<file path="src/rtl/ras_ckpt.sv">
`default_nettype none
// ============================================================================
//  Module   : ras_ckpt
//  Purpose  : Circular return address stack with saturating occupancy count.
//             Pointer and count are exported for per-prediction checkpointing
//             and can be restored in a single cycle. Supports any depth >= 2,
//             push, pop, replace-top (push+pop) and checkpoint restore.
//  Revision : 1.0  initial release
// ============================================================================
module ras_ckpt #(
  parameter int RAS_ENTRIES = 16,
  parameter int PC_WIDTH    = 38,
  parameter int IDX_WIDTH   = $clog2(RAS_ENTRIES),
  parameter int CNT_WIDTH   = $clog2(RAS_ENTRIES + 1)
) (
  input  logic                 CLK,
  input  logic                 nRST,
  input  logic                 push_valid,
  input  logic [PC_WIDTH-1:0]  push_pc,
  input  logic                 pop_valid,
  output logic [PC_WIDTH-1:0]  top_pc,
  output logic                 top_valid,
  output logic [IDX_WIDTH-1:0] ras_idx,
  output logic [CNT_WIDTH-1:0] ras_count,
  input  logic                 restore_valid,
  input  logic [IDX_WIDTH-1:0] restore_idx,
  input  logic [CNT_WIDTH-1:0] restore_count
);

  localparam logic [IDX_WIDTH-1:0] LAST_IDX = IDX_WIDTH'(RAS_ENTRIES - 1);
  localparam logic [CNT_WIDTH-1:0] FULL_CNT = CNT_WIDTH'(RAS_ENTRIES);

  logic [IDX_WIDTH-1:0] ptr_q, ptr_d;
  logic [IDX_WIDTH-1:0] ptr_inc, ptr_dec;
  logic [CNT_WIDTH-1:0] count_q, count_d;
  logic [PC_WIDTH-1:0]  stack_q [RAS_ENTRIES];
  logic [PC_WIDTH-1:0]  stack_d [RAS_ENTRIES];
  logic                 wr_en;
  logic [IDX_WIDTH-1:0] wr_idx;

  // Explicit wrap-around neighbours of the top pointer (depth need not be 2^n)
  always_comb begin
    ptr_inc = (ptr_q == LAST_IDX) ? '0 : ptr_q + IDX_WIDTH'(1);
    ptr_dec = (ptr_q == '0) ? LAST_IDX : ptr_q - IDX_WIDTH'(1);
  end

  // Next-state: restore > push&pop > push > pop > hold
  always_comb begin
    ptr_d   = ptr_q;
    count_d = count_q;
    wr_en   = 1'b0;
    wr_idx  = ptr_q;
    if (restore_valid) begin
      // Stack contents are left alone; only the view into them is rewound
      ptr_d   = restore_idx;
      count_d = (restore_count > FULL_CNT) ? FULL_CNT : restore_count;
    end else if (push_valid && pop_valid) begin
      // Replace-top: the popped value is the current top, overwritten in place
      wr_en   = 1'b1;
      wr_idx  = ptr_q;
      count_d = (count_q == '0) ? CNT_WIDTH'(1) : count_q;
    end else if (push_valid) begin
      // When full, this silently overwrites the oldest entry
      wr_en   = 1'b1;
      wr_idx  = ptr_inc;
      ptr_d   = ptr_inc;
      count_d = (count_q == FULL_CNT) ? FULL_CNT : count_q + CNT_WIDTH'(1);
    end else if (pop_valid) begin
      // Pop on empty still walks the pointer; count floors at zero
      ptr_d   = ptr_dec;
      count_d = (count_q == '0) ? '0 : count_q - CNT_WIDTH'(1);
    end
  end

  // Stack array next value: at most one entry written per cycle
  always_comb begin
    stack_d = stack_q;
    if (wr_en) begin
      stack_d[wr_idx] = push_pc;
    end
  end

  // State registers with asynchronous active-low reset
  always_ff @(posedge CLK or negedge nRST) begin
    if (!nRST) begin
      ptr_q   <= '0;
      count_q <= '0;
      for (int i = 0; i < RAS_ENTRIES; i++) begin
        stack_q[i] <= '0;
      end
    end else begin
      ptr_q   <= ptr_d;
      count_q <= count_d;
      stack_q <= stack_d;
    end
  end

  // Outputs are pure functions of the registered state
  always_comb begin
    top_pc    = stack_q[ptr_q];
    top_valid = (count_q != '0);
    ras_idx   = ptr_q;
    ras_count = count_q;
  end

endmodule
`default_nettype wire
</file>
<file path="config.mk">
export PLATFORM = sky130hd
export DESIGN_NAME = ras_ckpt
export DESIGN_NICKNAME = d
export VERILOG_FILES = /design/src/rtl/ras_ckpt.sv
export SDC_FILE = /design/constraint.sdc
export NUM_CORES = 1
export LEC_CHECK = 0
export BUFFER_PORTS_ARGS = -buffer_cell sky130_fd_sc_hd__buf_2
export CORE_MARGIN = 1.5
export CORE_UTILIZATION = 60
export CTS_CLUSTER_DIAMETER = 150
export DETAILED_ROUTE_END_ITERATION = 10
export GPL_TIMING_DRIVEN = 0
export PLACE_DENSITY = 0.89
export SYNTH_ARGS = -nofsm -noshare
export SYNTH_HDL_FRONTEND = slang
export SYNTH_SLANG_ARGS = --single-unit
</file>
<file path="constraint.sdc">
create_clock -name CLK -period 7.24 [get_ports CLK]
set_clock_uncertainty 0.15 [all_clocks]
set_input_delay 1.086 -clock CLK [delete_from_list [all_inputs] [get_ports CLK]]
set_output_delay 1.086 -clock CLK [all_outputs]
set_load 0.02 [all_outputs]
</file>
==> impl_results.md <==
- Global route hottest layer: met2
- CTS tree: done
- Worst Setup Path Type: reg -> out
- Post-Syn Nets: ~1800
- Post-CTS Setup Inserts: 0
- Sequential area share after synthesis: 0.541
- Status: complete, but fails checks
- Reg-to-reg slack, setup: ~3800 ps
- Async SR Flop Fraction: 1.00
- Largest area contributor in the netlist: dfrtp_1
- Reg2reg end: stack_q[602]
- Post-DP HPWL: 45.7 mm
- Post-synth top area share: 0.541
- Fillers: 2896
- Worst r2r src: ras_idx[0]
- M3 GR Usage: 0.0740
- Core area: between 40000 and 50000 um^2
- Critical path depth: 6
- Mapped Area: roughly 29000 um^2
- Area grow syn2layout: 12.7%
- DRT antenna net count: 0
- Critical path launch point type: flop
- Final Power: around 12 mW
- Cell-by-cell listing of the critical path: buf_2 > clkbuf_1 > clkbuf_1 > mux4_2 > mux4_2 > buf_2
- CTS clk-pin slew, worst paths: approximately 60 ps
- GR Overflow Total: 0
- Synth warn: 0
- Worst setup EP type: output port
- Die Wd: roughly 220 um
- Total CTS buffers: between 60 and 70
- Clock latency at the later pin of the worst-skew pair: 640 ps
- Largest net degree at the start of global routing: 140
- Final min period: about 5100 ps
- GPL Wtd Cong: 0.877
- Via Count: between 15000 and 20000
- # rows: slightly below 80
- EDFF count, synth: 0
- Crit-path max cell delay: 860 ps
- Cts repair resizes: 0
- 1st-iter DRT viols: roughly 1600
- Die H: roughly 220 um
- MaxCap Viol Count: 0
- Ranking of synthesized cells by area: dfrtp_1 54%, mux2_2 17%, mux4_2 15%
- Prevailing post-synth register cell: dfrtp_1
- Total Routing Usage GR: 0.308
- CP max FO: 10
- Setup_tns: 0 ps
- Fmax: between 0.15 and 0.2 GHz
- Buffers added on ports: 97
- Total die area: 48900 um^2
- Failing checks: design-rule violations
- Hold_sp: stack_q[61]
- Synth cell count leaders: 617 x dfrtp_1, 422 x mux2_2, 190 x mux4_2, 188 x mux2_1, 60 x clkbuf_1
- Vias per cell: 6.70
- Avg WL per Cell: ~29 um
- Share of cells above drive strength 1: 0.481
- Unrepaired setup endpoints after global routing: no
- Pwr/cell area: around 380 nW/um^2
- Final number of setup-violating endpoints: 0
- R2R depth: 9
- Slew headroom: 0.0976
- Synth Instances: around 1700
- CTS max path bufs: 3
- Initial Utilization: 0.611
- Synthesized flop and latch total: between 600 and 700
- DRT Wirelength: 73.4 mm
- Largest delay share family, worst path: buffers and inverters
- Final Net Count: approximately 1900
- Hold Crit Class: reg -> reg
- DRT Pass-1 Iters: 8
- VDD IR max: ~0.00027 V
- Post-synthesis average cell area: between 15 and 20 um^2
- Critical Path AT: about 3900 ps
- Routing usage on met1: 0.413
- Met2 Track Usage GR: 0.488
- Slew Limit Fails: 0
- Pre-CTS WS: about 2900 ps
- Final hold vios: 0
- CTS H-tree lvls: 2
- Fin crit share: 0.705
- Initial antenna violation count: 6
- WP buf/inv: 4
- Total clock sinks: 617
- Crit path from: ras_idx[1]
- DRC: 14
- Hold slack: 331 ps
- Vias in the first global route: 18377
- I/O pin count: 100
- Most frequent cell after synthesis: dfrtp_1
- Slowest CP cell: clkbuf_1
- Worst-margin pin slew: 1350 ps
- Final worst setup slack: approximately 2100 ps
- Synth unique cells: 58
- Req. time, crit path: 6000 ps
- Critical path endpoint: top_pc[17]
- CTS Root Cell: clkbuf_16
- Leak: about 15 nW
- Util after Layout: 0.688
- CTS Hold Bufs: 0
- First-pass GRT wire length: between 100 and 150 mm
per-stage QoR:
step | area [um^2] | instances
after floorplan | 28500 | 1720
after global routing | 32200 | 2544
after global placement | 29800 | 2424
after CTS | 32200 | 2541
after detailed placement | 29900 | 2428
final | 32200 | 2546
final cells by class:
type	count	area, um^2	area share
sequential	617	15400	0.480
multi-input combinational	934	12200	0.378
clock buffer	78	1730	0.0538
buffer	160	903	0.0281
tap	607	759	0.0236
timing repair buffer	101	606	0.0188
clock inverter	35	510	0.0159
inverter	9	33.8	0.00105
antenna	5	12.5	0.000389
cells in the final DEF (no fill, tap or decap), drive strengths merged, types with 9 or more instances in the layout:
master,synthesis,routed
a211oi,9,9
buf,100,201
bufinv,0,11
clkbuf,60,138
clkinv,0,15
dfrtp,617,617
inv,9,10
mux2,610,610
mux4,190,190
nand2,12,12
where the power goes:
group	switching (mW)	total [mW]	leakage, nW	internal, mW
sequential	0.753	5.59	7.90	4.83
combinational	1.30	3.23	5.60	1.92
clock	1.41	3.49	1.08	2.09
total	3.46	12.3	14.6	8.84
sequential cells by signal, indices dropped and copies added, names as in the netlist:
| signal | cells |
|---|---|
| stack_q | 608 |
| ras_count | 5 |
| ras_idx | 4 |
worst min-delay path by stage:
stage | cells past startpoint | end | slack, ps
after floorplan | 1 | stack_q[359] | 300
after global placement | 1 | stack_q[72] | 310
after detailed placement | 1 | stack_q[36] | 320
after CTS | 1 | stack_q[36] | 330
after global routing | 1 | stack_q[61] | 340
final | 1 | stack_q[61] | 330
metal layers:
metal / share of wire / up-vias
met5: 0.00023 / -
met4: 0.041 / 2
met3: 0.076 / 201
met2: 0.48 / 789
met1: 0.40 / 9230
li1: - / 6828
worst register-to-register path, delay by kind of cell (launching register included):
kind                       cells  cell delay, ps
AOI/OAI and AO/OA              2             530
DFF                            1             400
and+or+nand+nor                1             260
buffers and inverters          4            1140
adders and majority gates      1             430
muxes                          1             390
cells by family (layout without fill, tap and decap cells):
family,count (synthesis),after routing,synth area share
xor+xnor,1,1,0.000307
mux,804,804,0.392
buf+inv,169,383,0.0328
fa+ha+maj,5,5,0.00219
other cells,0,5,0
flops,617,617,0.541
compound gates,60,60,0.0168
simple gates,64,64,0.0151
No activity file was read; power rests on OpenSTA's default activity.
